===== src/rtl/decode_dispatch_queue_if.sv =====
// Decode->ROB dual-lane request bundle: decoder enqueue side, global controls and backend dispatch side.
// The queue takes the slave view; the decoder/backend environment takes the master view.
interface decode_dispatch_queue_if #(
  parameter int DEPTH = 8,
  parameter int UOP_W = 256
);
  localparam int CW = $clog2(DEPTH) + 1;

  logic             global_wfi_i;
  logic             global_trap_i;
  logic             global_ret_i;
  logic             enq_valid_first_i;
  logic             enq_valid_second_i;
  logic [UOP_W-1:0] enq_uop_first_i;
  logic [UOP_W-1:0] enq_uop_second_i;
  logic             enq_ready_first_o;
  logic             enq_ready_second_o;
  logic             deco_rob_req_valid_first_o;
  logic             deco_rob_req_valid_second_o;
  logic             deco_rob_req_ready_first_i;
  logic             deco_rob_req_ready_second_i;
  logic [UOP_W-1:0] deco_uop_first_o;
  logic [UOP_W-1:0] deco_uop_second_o;
  logic [CW-1:0]    count_o;

  modport slave (
    input  global_wfi_i, global_trap_i, global_ret_i,
    input  enq_valid_first_i, enq_valid_second_i, enq_uop_first_i, enq_uop_second_i,
    output enq_ready_first_o, enq_ready_second_o,
    output deco_rob_req_valid_first_o, deco_rob_req_valid_second_o,
    input  deco_rob_req_ready_first_i, deco_rob_req_ready_second_i,
    output deco_uop_first_o, deco_uop_second_o, count_o
  );

  modport master (
    output global_wfi_i, global_trap_i, global_ret_i,
    output enq_valid_first_i, enq_valid_second_i, enq_uop_first_i, enq_uop_second_i,
    input  enq_ready_first_o, enq_ready_second_o,
    input  deco_rob_req_valid_first_o, deco_rob_req_valid_second_o,
    output deco_rob_req_ready_first_i, deco_rob_req_ready_second_i,
    input  deco_uop_first_o, deco_uop_second_o, count_o
  );
endinterface


===== src/rtl/decode_dispatch_queue.sv =====
// Dual-lane in-order decode dispatch queue: circular buffer feeding the ROB up to two uops per cycle.
// Readies come from the registered count only, so a dequeue never grants same-cycle enqueue credit.
module decode_dispatch_queue #(
  parameter int DEPTH = 8,
  parameter int UOP_W = 256
) (
  input logic                  clk,
  input logic                  rst,
  decode_dispatch_queue_if.slave io
);
  localparam int AW = $clog2(DEPTH);
  localparam int CW = AW + 1;
  localparam logic [CW-1:0] FULL = CW'(DEPTH);

  logic [UOP_W-1:0] mem [DEPTH];
  logic [AW-1:0]    head, tail;
  logic [CW-1:0]    count;

  logic flush, fire0, fire1, deq0, deq1;
  logic [1:0] n_enq, n_deq;
  logic [AW-1:0] head_p1, tail_p1;

  assign flush   = io.global_trap_i | io.global_ret_i;
  assign head_p1 = head + AW'(1);
  assign tail_p1 = tail + AW'(1);

  assign io.enq_ready_first_o  = (count < FULL) & ~flush;
  assign io.enq_ready_second_o = (count < FULL - CW'(1)) & ~flush;

  assign io.deco_rob_req_valid_first_o  = (count != '0) & ~io.global_wfi_i & ~flush;
  assign io.deco_rob_req_valid_second_o = (count > CW'(1)) & ~io.global_wfi_i & ~flush;

  assign fire0 = io.enq_valid_first_i & io.enq_ready_first_o;
  assign fire1 = fire0 & io.enq_valid_second_i & io.enq_ready_second_o;
  assign deq0  = io.deco_rob_req_valid_first_o & io.deco_rob_req_ready_first_i;
  assign deq1  = deq0 & io.deco_rob_req_valid_second_o & io.deco_rob_req_ready_second_i;

  assign n_enq = {1'b0, fire0} + {1'b0, fire1};
  assign n_deq = {1'b0, deq0} + {1'b0, deq1};

  assign io.deco_uop_first_o  = mem[head];
  assign io.deco_uop_second_o = mem[head_p1];
  assign io.count_o           = count;

  // Payload storage is deliberately left unreset; only pointers/count define validity.
  always_ff @(posedge clk) begin
    if (fire0) mem[tail]    <= io.enq_uop_first_i;
    if (fire1) mem[tail_p1] <= io.enq_uop_second_i;
  end

  always_ff @(posedge clk or negedge rst) begin
    if (!rst) begin
      head  <= '0;
      tail  <= '0;
      count <= '0;
    end else if (flush) begin
      head  <= '0;
      tail  <= '0;
      count <= '0;
    end else begin
      head  <= head + AW'(n_deq);
      tail  <= tail + AW'(n_enq);
      count <= count + CW'(n_enq) - CW'(n_deq);
    end
  end
endmodule


===== src/flat_wrapper.sv =====
// flat-port wrapper written by rule: the top's interface ports become plain ports
module decode_dispatch_queue_flat 
#(
  parameter int DEPTH = 8,
  parameter int UOP_W = 256
)
  (clk, rst, io_global_wfi_i, io_global_trap_i, io_global_ret_i, io_enq_valid_first_i, io_enq_valid_second_i, io_enq_uop_first_i, io_enq_uop_second_i, io_enq_ready_first_o, io_enq_ready_second_o, io_deco_rob_req_valid_first_o, io_deco_rob_req_valid_second_o, io_deco_rob_req_ready_first_i, io_deco_rob_req_ready_second_i, io_deco_uop_first_o, io_deco_uop_second_o, io_count_o);
  decode_dispatch_queue_if #(.DEPTH(DEPTH), .UOP_W(UOP_W)) io_i ();
  input logic clk;
  input logic rst;
  input wire logic [$bits(io_i.global_wfi_i)-1:0] io_global_wfi_i;
  input wire logic [$bits(io_i.global_trap_i)-1:0] io_global_trap_i;
  input wire logic [$bits(io_i.global_ret_i)-1:0] io_global_ret_i;
  input wire logic [$bits(io_i.enq_valid_first_i)-1:0] io_enq_valid_first_i;
  input wire logic [$bits(io_i.enq_valid_second_i)-1:0] io_enq_valid_second_i;
  input wire logic [$bits(io_i.enq_uop_first_i)-1:0] io_enq_uop_first_i;
  input wire logic [$bits(io_i.enq_uop_second_i)-1:0] io_enq_uop_second_i;
  output wire logic [$bits(io_i.enq_ready_first_o)-1:0] io_enq_ready_first_o;
  output wire logic [$bits(io_i.enq_ready_second_o)-1:0] io_enq_ready_second_o;
  output wire logic [$bits(io_i.deco_rob_req_valid_first_o)-1:0] io_deco_rob_req_valid_first_o;
  output wire logic [$bits(io_i.deco_rob_req_valid_second_o)-1:0] io_deco_rob_req_valid_second_o;
  input wire logic [$bits(io_i.deco_rob_req_ready_first_i)-1:0] io_deco_rob_req_ready_first_i;
  input wire logic [$bits(io_i.deco_rob_req_ready_second_i)-1:0] io_deco_rob_req_ready_second_i;
  output wire logic [$bits(io_i.deco_uop_first_o)-1:0] io_deco_uop_first_o;
  output wire logic [$bits(io_i.deco_uop_second_o)-1:0] io_deco_uop_second_o;
  output wire logic [$bits(io_i.count_o)-1:0] io_count_o;
  assign io_i.global_wfi_i = io_global_wfi_i;
  assign io_i.global_trap_i = io_global_trap_i;
  assign io_i.global_ret_i = io_global_ret_i;
  assign io_i.enq_valid_first_i = io_enq_valid_first_i;
  assign io_i.enq_valid_second_i = io_enq_valid_second_i;
  assign io_i.enq_uop_first_i = io_enq_uop_first_i;
  assign io_i.enq_uop_second_i = io_enq_uop_second_i;
  assign io_enq_ready_first_o = io_i.enq_ready_first_o;
  assign io_enq_ready_second_o = io_i.enq_ready_second_o;
  assign io_deco_rob_req_valid_first_o = io_i.deco_rob_req_valid_first_o;
  assign io_deco_rob_req_valid_second_o = io_i.deco_rob_req_valid_second_o;
  assign io_i.deco_rob_req_ready_first_i = io_deco_rob_req_ready_first_i;
  assign io_i.deco_rob_req_ready_second_i = io_deco_rob_req_ready_second_i;
  assign io_deco_uop_first_o = io_i.deco_uop_first_o;
  assign io_deco_uop_second_o = io_i.deco_uop_second_o;
  assign io_count_o = io_i.count_o;
  decode_dispatch_queue #(.DEPTH(DEPTH), .UOP_W(UOP_W)) u_core (.clk(clk), .rst(rst), .io(io_i));
endmodule

===== config.mk =====
export PLATFORM = sky130hd
export DESIGN_NAME = decode_dispatch_queue_flat
export DESIGN_NICKNAME = d
export VERILOG_FILES = /design/src/rtl/decode_dispatch_queue_if.sv /design/src/rtl/decode_dispatch_queue.sv /design/src/flat_wrapper.sv
export SDC_FILE = /design/constraint.sdc
export NUM_CORES = 2
export LEC_CHECK = 0
export ABC_CLOCK_PERIOD_IN_PS = 35500
export BUFFER_PORTS_ARGS = -buffer_cell sky130_fd_sc_hd__buf_2
export CORE_MARGIN = 5
export CORE_UTILIZATION = 45
export DETAILED_ROUTE_END_ITERATION = 10
export PLACE_DENSITY_LB_ADDON = 0.12
export SLEW_MARGIN = 20
export SYNTH_ARGS = -nofsm -noshare
export SYNTH_HDL_FRONTEND = slang
export SYNTH_SLANG_ARGS = --single-unit

===== constraint.sdc =====
create_clock -name clk -period 35.5 [get_ports clk]
set_input_delay 3.55 -clock clk [delete_from_list [all_inputs] [get_ports clk]]
set_output_delay 3.55 -clock clk [all_outputs]
set_load 0.05 [all_outputs]

* After elaboration in Yosys (flattened, before gate mapping)
Memory sizes are Yosys's and may differ from the RTL's.
Cells that the tools add are included.
** Storage, ports and cells
- Register bits after elaboration :: 10
- Bits in writable memories :: 2048
- Input bits :: 521
- Output and inout bits :: 520
- Word-level logic and storage cells :: 38
- Memories :: 1
** Cells by class
- Add/subtract/negate cells :: 8
- Magnitude comparators :: 3
- Muxes and demuxes :: 7
- Bitwise logic cells :: 15
- Reductions and logical operators :: 1
** Memories
- u_core.mem :: depth 8, bits a word 256, read ports 2, clocked after memory_dff 0, write ports 2, line decode_dispatch_queue.sv:15 : logic [UOP_W-1:0] mem [DEPTH];
** Operator list (count)
- $and A1 B1 Y1 :: 12
- $add A3 B1 Y3 const B :: 2
- $add A3 B2 Y3 :: 2
- $mux W3 :: 2
- $add A1 B1 Y2 :: 2
- $add A4 B2 Y4 :: 1
- $gt A4 B1 Y1 const B :: 1
- $lt A4 B3 Y1 const B :: 1
- $lt A4 B4 Y1 const B :: 1
- $mux W1 :: 4
- $mux W4 :: 1
- $reduce_bool A4 Y1 :: 1
- $sub A4 B2 Y4 :: 1
- $not A1 Y1 :: 2
- $or A1 B1 Y1 :: 1

* Depth between registers and ports, before layout
- Depth in word-level cells :: 10
- Depth in mapped cells :: 13
- Mapped depth without buffers :: 13

* Least setup slack after synthesis
OpenSTA, ideal clock, no wires.
- Path kind :: input to register
- From :: input io_global_ret_i
- To :: memory u_core.mem[0][0], enable pin
- Setup time :: 1249 ps
- Arrival :: 22767 ps
- Data required time :: 34251 ps
- Slack :: 11484 ps
- Stages on the path :: 3
- Path buffers :: 0
- Cell sequence :: nor4b_1 > nand2b_1 > o31ai_1
** RTL lines
- from (decl) :: line flat_wrapper.sv:13 : input wire logic [$bits(io_i.global_ret_i)-1:0] io_global_ret_i;
- to (decl) :: line decode_dispatch_queue.sv:15

* Worst setup path in the final report
- From :: register u_core.head[0]
- To :: output io_deco_uop_second_o[136]
** Between the ends
- Longest elaborated chain between the ends :: 2
** Ends and longest elaborated chain
- from (decl) :: line decode_dispatch_queue.sv:16 : logic [AW-1:0] head, tail;
- from (signal assigned) :: line decode_dispatch_queue.sv:61 : head <= head + AW'(n_deq);
- $add A3 B1 Y3 :: line decode_dispatch_queue.sv:24 : assign head_p1 = head + AW'(1);
- $mem_v2 Z8 W256
- to (decl) :: line flat_wrapper.sv:25 : output wire logic [$bits(io_i.deco_uop_second_o)-1:0] io_deco_uop_second_o;
No other way between the ends.

==> results_dict.tcl <==
set metrics [dict create \
    coreArea_um2 259000 \
    timing.rr.start "u_core.io.count_o[3]" \
    setup_tns_ns 0 \
    drtAntennaViolNets 0 \
    rows 187 \
    syn_inst 6240 \
    drive_gt1_share_pct 69.3 \
    synth_area_per_cell_um2 18.7 \
    ys.warnings.count 0 \
    synth_top_area_share_pct 52.7 \
    r2r_cells 7 \
    arrival_ns 5.99 \
    die_h_um 519 \
    ios 1041 \
    synth_ff_type "edfxtp_1" \
    fmax_mhz 105 \
    via_per_inst 6.30 \
    synthArstFlopShare_pct 0.486 \
    numPortBuffers 1040 \
    rsz0062_at_grt "false" \
    grt_use_total_pct 27.2 \
    antenna_found_initial 207 \
    rr_endpoint "u_core.mem[4][96]" \
    post-route-period-util_pct 26.9 \
    globalplace.congestion 0.803 \
    fp.dieArea_um2 270000 \
    maxSlewHeadroom_pct 19.6 \
    post_cts_buffers 0 \
    synth.most_common_cell "mux2_2" \
    clockBufferDepth 3 \
    synth_cell_types 36 \
    synth_edf_count 2048 \
    place_hpwl_um 215000 \
    hold_end "u_core.tail[0]" \
    path_max_fanout 61 \
    path_clk_slew_ns 0.06 \
    utilization_pct 51.3 \
    finalSetupViolations 0 \
    hold_viol_final 0 \
    cts_inserted_buffers 231 \
    tritoncts "built" \
    grt_max_degree 133 \
    drt-total-wl_um 373000 \
    cts-root-buf "clkbuf_16" \
    reg2reg_slack_ns 29.91 \
    whs_path_depth 2 \
    ys_ff_latch 2058 \
    die_x_um 519 \
    synth_commonest_cells "mux2_2 (2560), edfxtp_1 (2048), mux4_2 (1024)" \
    detail_route.wl_per_cell_um 34.4 \
    cts.htree.levels 4 \
    required_ns 31.95 \
    skew_ns 0.0397 \
    outcome "completed" \
    crit_path_end_kind "output port" \
    synth_top_cell_by_area "edfxtp_1" \
    ir_drop_uv 45.5 \
    area_growth_pct 13.8 \
    criticalPathCategory "register to output port" \
    hold_start "u_core.tail[0]" \
    drt_pass1_iterations 7 \
    p_total_mw 5.43 \
    ys_seq_area_share_pct 52.9 \
    start_util_pct 45.1 \
    synth_fp_nets 6777 \
    drc 0 \
    drv_cap 0 \
    cts.sinks 2058 \
    worstMarginPinSlew_ns 1.21 \
    nNetsFinal 7657 \
    grt_overflow_total 0 \
    p_leak_nw 42.9 \
    drtIter0Drc 5687 \
    power.density_nw_per_um2 40.9 \
    drv_slew 0 \
    cts_hold_buf 0 \
    grt_pass1_vias 72790 \
    yosys-top-cells-area "edfxtp_1 (53%), mux2_2 (25%), mux4_2 (20%)" \
    hp-class "register to register" \
    syn_area_um2 117000 \
    cts_resized 0 \
    cp-start-kind "register" \
    fillers 21340 \
    min_period_ns 9.54 \
    grt_pass1_wl_um 534000 \
    num_vias 68287 \
    worstSkewPairLatency_ns 0.86 \
]
-- power breakdown --
part	switching [mW]	internal, mW
Clock	1.02	1.32
Sequential	0.00871	2.70
Combinational	0.220	0.162
Total	1.25	4.18
-- per-stage QoR --
| stage | cell area [um2] | setup slack [ns] | instances | hold WS [ns] |
|---|---|---|---|---|
| 6_report | 133000 | 25.96 | 10835 | 0.761 |
| 5_1_grt | 133000 | 25.48 | 10771 | 0.814 |
| 4_1_cts | 132000 | 25.74 | 10712 | 0.757 |
| 3_5_place_dp | 125000 | 26.58 | 10289 | 0.743 |
| 3_3_place_gp | 125000 | 26.55 | 10289 | 0.743 |
| 2_1_floorplan | 117000 | 11.48 | 6240 | 0.598 |
-- layer usage --
layer,up-vias,part of all wire (%),GRT usage [%]
li1,28384,-,-
met1,36642,38,33.5
met2,2502,49,44.6
met3,655,8.9,8.65
met4,104,3.8,10.8
met5,-,0.17,0
-- critical path, stage by stage, from the launching register on --
cell and delay, ns:
dfrtp_4 0.75, buf_4 0.61, buf_4 0.75, buf_4 0.73, buf_4 0.86, mux4_2 0.60
mux2_2 0.30, buf_2 0.22
-- area by class of cell --
class	instances	area, um2	share of cell area (%)
sequential	2058	61800	46.5
multi-input combinational	3658	52600	39.6
timing repair buffer	1159	6470	4.88
clock buffer	298	6090	4.59
tap	3402	4260	3.21
clock inverter	125	1190	0.894
antenna	123	308	0.232
inverter	12	45.0	0.0339
-- cell usage in the layout, fill, tap and decap left out, types with 5 or more instances in the layout --
master	netlist	routed
mux2_2	2560	2560
clkbuf_16	0	232
clkinv_16	0	5
dfrtp_1	10	7
clkinvlp_4	0	5
buf_12	0	30
diode_2	0	123
buf_4	1	89
inv_1	12	12
nor2_1	6	6
nand4_1	8	8
clkinv_2	0	32
buf_2	355	1040
ha_1	12	11
inv_6	0	6
mux4_2	1024	1024
clkbuf_1	84	62
bufinv_16	0	16
o21ai_4	0	6
and2_1	6	6
edfxtp_1	2048	2048
clkinv_1	0	54
-- worst max path at each step --
stage,from,to,slack (ns),depth (start not counted)
after floorplan,io_global_ret_i,u_core.mem[0][0],11.48,3
after global placement,io_global_ret_i,u_core.mem[4][82],26.55,8
after detailed placement,io_global_ret_i,u_core.mem[4][85],26.58,8
after CTS,u_core.head[0],io_deco_uop_second_o[142],25.74,7
after global routing,u_core.head[0],io_deco_uop_second_o[133],25.48,7
final,u_core.head[0],io_deco_uop_second_o[136],25.96,7
-- cells by family after synthesis --
logic type / count (synthesis) / share of synthesized area [%]
AO/OA/AOI/OAI: 12 / 0.0611
XOR/XNOR: 6 / 0.0515
adder cells (fa/ha/maj): 16 / 0.197
buffers and inverters: 524 / 2.07
flip-flops: 2058 / 52.9
multiplexers: 3585 / 44.5
AND/OR/NAND/NOR: 39 / 0.206
-- state kept, by name (all words and copies together), names as in the netlist --
register	flops
u_core.io.count_o	4
u_core.tail	3
u_core.head	3
u_core.mem	2048
Power figures use the tool's default switching activity.
